### src/rtl/paper_cpu_control.sv
// Fetch/decode/execute sequencer for the 2-bit paper processor.
// Ports: clk, rst_n (async low), start; ROM instr_addr/instr_data;
//        acc, ovf, halted, illegal (sticky), retired (wrapping count).
module paper_cpu_control #(
    parameter int         ACC_WIDTH = 2,
    parameter logic [1:0] RESET_PC  = 2'b00,
    parameter int         CNT_WIDTH = 8
) (
    input  logic                 clk,
    input  logic                 rst_n,
    input  logic                 start,
    input  logic [1:0]           instr_data,
    output logic [1:0]           instr_addr,
    output logic [ACC_WIDTH-1:0] acc,
    output logic                 ovf,
    output logic                 halted,
    output logic                 illegal,
    output logic [CNT_WIDTH-1:0] retired
);

    typedef enum logic [2:0] {
        S_IDLE    = 3'd0,
        S_FETCH   = 3'd1,
        S_EXEC    = 3'd2,
        S_OPERAND = 3'd3,
        S_HALT    = 3'd4
    } state_e;

    state_e               state_q, state_d;
    logic [1:0]           pc_q, pc_d;
    logic [1:0]           ir_q, ir_d;
    logic [ACC_WIDTH-1:0] acc_q, acc_d;
    logic                 ovf_q, ovf_d;
    logic                 ill_q, ill_d;
    logic [CNT_WIDTH-1:0] ret_q, ret_d;

    // One extra bit captures the carry-out of the increment.
    logic [ACC_WIDTH:0]   inc_sum;
    logic [1:0]           pc_inc;
    logic [CNT_WIDTH-1:0] ret_inc;

    assign inc_sum = {1'b0, acc_q} + {{ACC_WIDTH{1'b0}}, 1'b1};
    assign pc_inc  = pc_q + 2'd1;
    assign ret_inc = ret_q + {{(CNT_WIDTH-1){1'b0}}, 1'b1};

    always_comb begin
        state_d = state_q;
        pc_d    = pc_q;
        ir_d    = ir_q;
        acc_d   = acc_q;
        ovf_d   = ovf_q;
        ill_d   = ill_q;
        ret_d   = ret_q;
        case (state_q)
            S_IDLE: begin
                if (start) state_d = S_FETCH;
            end
            S_FETCH: begin
                ir_d    = instr_data;
                pc_d    = pc_inc;
                state_d = S_EXEC;
            end
            S_EXEC: begin
                case (ir_q)
                    2'b00: begin
                        acc_d   = inc_sum[ACC_WIDTH-1:0];
                        ovf_d   = inc_sum[ACC_WIDTH];
                        ret_d   = ret_inc;
                        state_d = S_FETCH;
                    end
                    2'b01: state_d = S_OPERAND;
                    2'b10: begin
                        ret_d   = ret_inc;
                        state_d = S_HALT;
                    end
                    default: begin
                        // Illegal opcode halts without counting.
                        ill_d   = 1'b1;
                        state_d = S_HALT;
                    end
                endcase
            end
            S_OPERAND: begin
                // The operand word is the jump target; skip it on overflow.
                pc_d    = ovf_q ? pc_inc : instr_data;
                ret_d   = ret_inc;
                state_d = S_FETCH;
            end
            S_HALT: state_d = S_HALT;
            default: state_d = S_IDLE;
        endcase
    end

    always_ff @(posedge clk or negedge rst_n) begin
        if (!rst_n) begin
            state_q <= S_IDLE;
            pc_q    <= RESET_PC;
            ir_q    <= 2'b00;
            acc_q   <= '0;
            ovf_q   <= 1'b0;
            ill_q   <= 1'b0;
            ret_q   <= '0;
        end else begin
            state_q <= state_d;
            pc_q    <= pc_d;
            ir_q    <= ir_d;
            acc_q   <= acc_d;
            ovf_q   <= ovf_d;
            ill_q   <= ill_d;
            ret_q   <= ret_d;
        end
    end

    assign instr_addr = pc_q;
    assign acc        = acc_q;
    assign ovf        = ovf_q;
    assign halted     = (state_q == S_HALT);
    assign illegal    = ill_q;
    assign retired    = ret_q;

endmodule
### config.mk
export PLATFORM = sky130hd
export DESIGN_NAME = paper_cpu_control
export DESIGN_NICKNAME = d
export VERILOG_FILES = /design/src/rtl/paper_cpu_control.sv
export SDC_FILE = /design/constraint.sdc
export NUM_CORES = 1
export LEC_CHECK = 0
export BUFFER_PORTS_ARGS = -buffer_cell sky130_fd_sc_hd__clkbuf_2
export CAP_MARGIN = 20
export CORE_MARGIN = 5
export CORE_UTILIZATION = 30
export DETAILED_ROUTE_END_ITERATION = 10
export PLACE_DENSITY_LB_ADDON = 0.3
export SLEW_MARGIN = 10
export SYNTH_ARGS = -nofsm -noshare
export SYNTH_HDL_FRONTEND = slang
export SYNTH_SLANG_ARGS = --single-unit
### constraint.sdc
create_clock -name clk -period 1.5 [get_ports clk]
set_clock_uncertainty 0.2 [all_clocks]
set_input_delay 0.15 -clock clk [delete_from_list [all_inputs] [get_ports clk]]
set_output_delay 0.15 -clock clk [all_outputs]
set_load 0.05 [all_outputs]
---- Word-level counts from Yosys, hierarchy flattened ----
Cells that the tools add are included.
word-level totals
  logic and storage cells ................. 35
  input bits .............................. 5
  output and inout port bits .............. 15
  bits in registers ....................... 19
cells by class
  reduce and logical (&&, ||, !) cells .... 9
  add/sub/neg operators ................... 3
  bitwise gates (word level) .............. 1
  equal/unequal tests ..................... 8
  multiplexer cells ....................... 7
operators with widths
  kind                                           count
  one-hot mux 8 bit (2 select lines)             1
  one-hot mux 3 bit (5 select lines)             1
  adder 8 x 1 -> 8 bit, second input constant    1
  two-way mux 8 bit                              1
  == test 3 x 2 -> 1 bit, second input constant  2
  one-hot mux 3 bit (2 select lines)             1
  AND reduction 2 bit                            3
  != test 2 bit, second input constant           2
  one-hot mux 2 bit (2 select lines)             1
  nonzero test 2 bit                             2
  adder 2 x 1 -> 3 bit, second input constant    1
  == test 3 x 1 -> 1 bit, second input constant  1
  == test 3 bit, second input constant           1
  zero test 3 bit                                1
  two-way mux 3 bit                              1
  OR reduction 3 bit                             1
  adder 2 x 1 -> 2 bit, second input constant    1
  == test 2 x 1 -> 1 bit, second input constant  1
  == test 2 bit, second input constant           1
  zero test 2 bit                                1
  two-way mux 2 bit                              1
  OR reduction 2 bit                             1
  NOT 1 bit                                      1

---- Depth between registers and ports, before layout ----
Gate-level depths: netlist (run 1).
  depth in word-level cells ............... 4
  depth in mapped cells ................... 4
  depth with buffers taken out ............ 4

---- Worst setup path before layout (run 1) ----
No wires, ideal clock.
  path type ............................... register to register
  start point ............................. register ret_q[0] (netlist: retired[0])
  end point ............................... register ret_q[4] (netlist: retired[4])
  cell stages (with the launch flop) ...... 5
  path slack .............................. -0.118 ns
  path buffers ............................ 0
  arrival ................................. 1.336 ns
  clock period less this slack ............ 1.618 ns
  cells stage by stage .................... dfrtp_1 ha_1 nand2_1 nor4_2 xor2_1
between the ends
  longest elaborated chain between the ends .. 3
RTL lines
  item                                    line  text
  start, declared                         35    logic [CNT_WIDTH-1:0] ret_q, ret_d;
  start signal, assigned                  110   ret_q <= ret_d;
  adder 8 x 1 -> 8 bit (*)                44    assign ret_inc = ret_q + {{(CNT_WIDTH-1){1'b0}}, 1'b1};
  two-way mux 8 bit                       64    case (ir_q)
  one-hot mux 8 bit (2 select lines) (*)  54    case (state_q)
Mark *: on every way between the ends. The rest lies on a longest branch, timed or not. The select of a mux whose other input is x is not followed.
A chain may end at the register's enable or synchronous reset.

---- Worst setup path after layout (run 1) ----
  start point ............................. register state_q[1]
  end point ............................... output halted
between the ends
  longest elaborated chain between the ends .. 1
RTL lines
  item                    line  text
  start, declared         29    state_e state_q, state_d;
  start signal, assigned  104   state_q <= state_d;
  == test 3 bit           117   assign halted = (state_q == S_HALT);
  end, declared           16    output logic halted,
Every way passes these cells.

==> summary.txt, run 1 <==
GRT
  – Tot GR Track Use: 9.453%
  – Vias in the first global route: 690
  – Largest net degree at the start of global routing: 20
  – Initial antenna violation count: 0
  – Aggregate global routing overflow: 0
  – First-pass GRT wire length: 3125 um

Final layout
  – Post-route cell area: 1329 sq um
  – Ant diodes: 0
  – Most frequent cells in the layout: clkbuf_2 (18), dfrtp_1 (10), dfrtp_2 (9)
  – Nets: 122
  – Most common cell after layout, fill and taps aside: clkbuf_2
  – Filler Cells Inserted: 315
  – Cell Count, Final, Fillers Out: 158
  – Synthesis-to-layout area growth: 40.29%
  – Share of cells above drive strength 1: 57.02%

Setup path
  – CP cell instances: nor2_2 -> and2_4 -> buf_8
  – Critical Path AT: 1.18 ns
  – Setup crit end kind: primary output
  – Crit-path max cell delay: 0.47 ns
  – Startpoint types: flop
  – Crit-path max FO: 8
  – Worst path required time: 1.15 ns
  – CP max stage cell: dfrtp_2
  – Worst Setup Path Type: flop to primary output

Floorplan
  – Initial core utilization: 31.02%
  – Die X: 66.19 um
  – Std-Cell Rows: 20
  – IO Pins: 20
  – Core area: 3053 sq um
  – Die H: 66.19 um
  – DIE AREA: 4381 sq um

STA
  – Slew headroom: 67.83%
  – Tmin final: 1.528 ns
  – Final max-slew violation count: 0
  – Final hold vios: 0
  – Final worst-path setup slack: -0.02817 ns
  – Final setup vio count: 4
  – RSZ-0062 raised after global routing: yes
  – Max Clk Rate: 654.4 MHz
  – Period Utilization, post-route: 101.9%
  – Worst-Margin Slew: 0.4826 ns

CTS
  – Worst-path clk slew: 0.11 ns
  – CTS buffer count: 3
  – CTS tree: yes
  – Clk buf depth: 2
  – CTS sink cnt: 19
  – CTS Root Cell: clkbuf_4
  – H-Tree Depth: 1
  – Clk_lat worst skew: 0.30 ns

Run
  – MaxCap Viol Count: 0

Yosys
  – Flops & latches, synth: 19
  – Synth Net Count: 85
  – EDFF count, synth: 0
  – Ranking of synthesized cells by area: dfrtp_1 (50%), nor4_4 (6.7%), xor2_1 (6.5%)
  – Register area share after synthesis: 50.20%
  – Synth async-reset ratio: 100.0%
  – Top-area cell type share of the netlist area: 50.20%
  – Syn Area/Cell: 12.14 sq um
  – Prevailing post-synth register cell: dfrtp_1
  – Synth unique cells: 28
  – Ys Warns: 0
  – Mapped cell area: 947.2 sq um
  – Dominant cell type by area after synthesis: dfrtp_1
  – Mapped Cells: 78

Outcome
  – Failing checks: setup timing
  – Outcome: finished with violations

Placement
  – I/O Buffers: 19
  – Placed Area: 1144 sq um
  – DP Cell Count: 147
  – Dpl hpwl: 1307 um
  – Placer Congestion: 0.7610

Detailed routing
  – Drt total wl: 1902 um
  – Vias per inst: 4.411
  – Residual DRC count: 0
  – Drt initial violations: 32
  – DR pass1 iterations: 4
  – Routed len/inst: 12.04 um
  – DRT antenna net count: 0
  – Via count: 697

Worst hold path
  – Min-delay worst type: input pin to async pin

Power
  – Pleak: 0.6055 nW
  – Power Density: 2251 nW/um^2
  – Peak VDD IR: 0.0009646 V
## state kept, by name, summed over array words and instances (netlist names)
register and cells:
retired 8, state_q 3, acc 2, instr_addr 2, ir_q 2, illegal 1, ovf 1
## area by class of cell
class | instances | area [sq um] | share of cell area (%)
clock buffers | 4 | 26.28 | 1.977
repair buffers | 34 | 239.0 | 17.98
inverters | 3 | 11.26 | 0.8475
well taps | 44 | 55.05 | 4.143
flip-flops and latches | 19 | 486.7 | 36.63
multi-input cells | 54 | 510.5 | 38.42
## where the power goes
part	switching, mW	total (mW)	internal, mW
logic	1.09	1.79	0.698
registers	0.212	0.939	0.727
clock network	0.159	0.263	0.104
total	1.46	2.99	1.53
## synthesized netlist by cell type, types with 2 or more instances
cell type / number
xor2_1: 7
a21oi_1: 3
mux2_2: 5
nand3_1: 3
nor4_2: 2
nor4_4: 3
o21ai_0: 2
ha_1: 2
inv_1: 3
nor2_1: 5
and2b_1: 2
buf_6: 2
nand2b_1: 2
dfrtp_1: 19
nand2_1: 5
## final timing paths
path / slack [ns] / end / startpoint / cells past startpoint
setup / recovery: -0.03 / halted / state_q[1] / 3
hold / removal: 0.13 / illegal / rst_n / 2
setup reg to reg: -0.01 / retired[4] / state_q[2] / 4
hold reg to reg: 0.27 / retired[7] / retired[7] / 1
max in group asynchronous: 0.62 / retired[5] / rst_n / 2
min in group clk: 0.27 / retired[7] / retired[7] / 1
## routing by layer
layer	track usage [%]	wire length, um
met1	10.49	822
met2	16.23	944
met3	3.912	128
met4	3.046	8
met5	0	0
## what timing repair did
item | in CTS | in global routing
gates resized for setup | 13 | 11
pin swaps | 2 | 7
hold buffers | 4 | 0
setup endpoints to repair | 10 | 13
setup buffers | 3 | 1
endpoints found under the hold margin | 24 | 0
## per-stage QoR
step | power (mW) | setup TNS [ns] | util, % | worst slack (ns) | hold slack, ns
finish | 2.991 | -0.03795 | 43.52 | -0.02817 | 0.1271
global route | 3.190 | -0.6954 | 43.52 | -0.08722 | 0.1543
CTS | 2.881 | -0.1185 | 42.05 | -0.06680 | 0.1337
detailed placement | 2.425 | -0.1878 | 37.46 | -0.06718 | -0.06228
global placement | 2.404 | -0.02469 | 37.46 | -0.02469 | -0.06992
floorplan | 2.042 | -0.2202 | - | -0.09050 | -0.3456
## cell families (layout without fill, tap and decap cells)
kind of cell    after synthesis  in the layout  share of synthesized area (%)
simple gates                 30             30                          24.17
compound gates                8              8                          5.020
buf+inv                       5             41                          3.566
mux                           6              6                          7.001
xor+xnor                      8              8                          7.398
fa+ha+maj                     2              2                          2.642
flops                        19             19                          50.20
## worst max-delay path: cells and delay by family (launching register included)
family	cells	cell delay, ns
flip-flops	1	0.47
AND/OR/NAND/NOR	2	0.27
buffers and inverters	1	0.14
Note: power is estimated with default switching activity, not from simulation.
==> run 2, diff against run 1 <==
--- a/config.mk
+++ b/config.mk
@@ -15,3 +15,4 @@
 export SYNTH_ARGS = -nofsm -noshare
 export SYNTH_HDL_FRONTEND = slang
 export SYNTH_SLANG_ARGS = --single-unit
+export TNS_END_PERCENT = 20
==> summary.txt, run 2 (synthesis results as in run 1) <==
Outcome
  – Outcome: finished with violations
  – Failing checks: setup timing

Detailed routing
  – DR pass1 iterations: 2
  – Drt initial violations: 12
  – Via count: 709
  – Drt total wl: 1867 um
  – Residual DRC count: 0
  – Routed len/inst: 11.67 um
  – DRT antenna net count: 0
  – Vias per inst: 4.431

CTS
  – H-Tree Depth: 1
  – Clk buf depth: 2
  – Worst-path clk slew: 0.11 ns
  – CTS tree: yes
  – CTS buffer count: 3
  – CTS Root Cell: clkbuf_4
  – Clk_lat worst skew: 0.30 ns
  – CTS sink cnt: 19

STA
  – Slew headroom: 68.29%
  – Period Utilization, post-route: 104.1%
  – Final setup vio count: 5
  – Tmin final: 1.561 ns
  – Final hold vios: 0
  – Final max-slew violation count: 0
  – Max Clk Rate: 640.5 MHz
  – Final worst-path setup slack: -0.06128 ns
  – RSZ-0062 raised after global routing: yes
  – Worst-Margin Slew: 0.4757 ns

Setup path
  – Worst path required time: 1.53 ns
  – Worst Setup Path Type: flop to flop
  – Startpoint types: flop
  – Setup crit end kind: flop
  – Critical Path AT: 1.59 ns
  – Crit-path max FO: 6

Final layout
  – Filler Cells Inserted: 308
  – Synthesis-to-layout area growth: 39.63%
  – Post-route cell area: 1323 sq um
  – Ant diodes: 0
  – Most common cell after layout, fill and taps aside: clkbuf_2
  – Most frequent cells in the layout: clkbuf_2 (18), dfrtp_1 (16), buf_4 (10)
  – Max FFs per register: 8
  – Core Util, Final: 43.32%
  – Share of cells above drive strength 1: 49.14%
  – Nets: 124

Floorplan
  – Die X: 66.19 um
  – DIE AREA: 4381 sq um
  – Die H: 66.19 um
  – Initial core utilization: 31.02%
  – IO Pins: 20
  – Core area: 3053 sq um
  – Std-Cell Rows: 20

Power
  – Sequential share of power: 30.7%
  – Internal power: 1.564 mW
  – Power Density: 2247 nW/um^2
  – Combinational Power Share: 60.3%
  – Switching Share: 47.38%
  – NetSw: 1.408 mW
  – Pleak: 0.6195 nW
  – Clock group share of total power: 9.0%
  – Peak VDD IR: 0.001103 V
  – Tot Pwr: 2.972 mW

Placement
  – Dpl hpwl: 1388 um
  – Placed Area: 1165 sq um
  – Placer Congestion: 0.8193
  – I/O Buffers: 19

GRT
  – Largest net degree at the start of global routing: 20
  – Aggregate global routing overflow: 0
  – Initial antenna violation count: 0
  – First-pass GRT wire length: 3318 um
  – Tot GR Track Use: 10.02%
  – Vias in the first global route: 751

Run
  – MaxCap Viol Count: 0

Worst hold path
  – Min-delay worst type: input pin to async pin
==> run 2: power groups by stage <==
stage | clock (mW) | sequential (mW) | combinational [mW]
4_1_cts | 0.274 | 0.917 | 1.80
3_3_place_gp | 0 | 0.930 | 1.53
6_report | 0.267 | 0.912 | 1.79
3_5_place_dp | 0 | 0.941 | 1.56
5_1_grt | 0.294 | 0.952 | 1.94
2_1_floorplan | 0 | 1.38 | 0.656
==> run 2: area by class of cell <==
type / count / area [sq um] / area share (%)
sequential: 19 / 479.2 / 36.23
multi-input combinational: 54 / 469.2 / 35.48
timing repair buffer: 36 / 281.5 / 21.29
tap: 44 / 55.05 / 4.163
clock buffer: 4 / 26.28 / 1.987
inverter: 3 / 11.26 / 0.8515
==> run 2: worst max-delay path, stage by stage, from the launching register on <==
cell and delay [ns]:
dfrtp_1 0.41, buf_4 0.17, and4bb_2 0.27, or2_2 0.28, a31oi_1 0.16
==> run 2: final timing paths <==
kind,cells past startpoint,to,startpoint,slack [ns]
worst max-delay path,4,instr_addr[0],state_q[1],-0.06
worst min-delay path,2,retired[0],rst_n,0.13
worst max register to register,4,instr_addr[0],state_q[1],-0.06
worst min register to register,1,retired[7],retired[7],0.28
max in group asynchronous,2,state_q[0],rst_n,0.63
min in group clk,1,retired[7],retired[7],0.28
==> run 2: metal layers <==
metal | vias up | wire [um] | GRT usage [%]
met5 | - | 0 | 0
met4 | 0 | 24 | 3.046
met3 | 4 | 114 | 4.252
met2 | 18 | 934 | 17.60
met1 | 341 | 794 | 10.80
li1 | 346 | - | -
==> run 2: per-stage QoR <==
stage                     hold slack, ns  instances  setup slack [ns]  setup TNS (ns)
after floorplan                  -0.3456         78           -0.1054         -0.6050
after global placement          -0.07060        149          -0.02070        -0.06935
after detailed placement        -0.06207        149          -0.05526         -0.2295
after CTS                         0.1427        160          -0.06645         -0.3127
after global routing              0.1710        160           -0.1197          -1.044
final                             0.1264        160          -0.06128         -0.2639
==> run 2: repair_timing <==
action / CTS / global route
hold buffers: 4 / 0
buffers inserted: 3 / 0
endpoints found under the hold margin: 23 / 0
pin swaps: 1 / 0
endpoints found under the setup margin: 12 / 17
gates resized for setup: 12 / 1
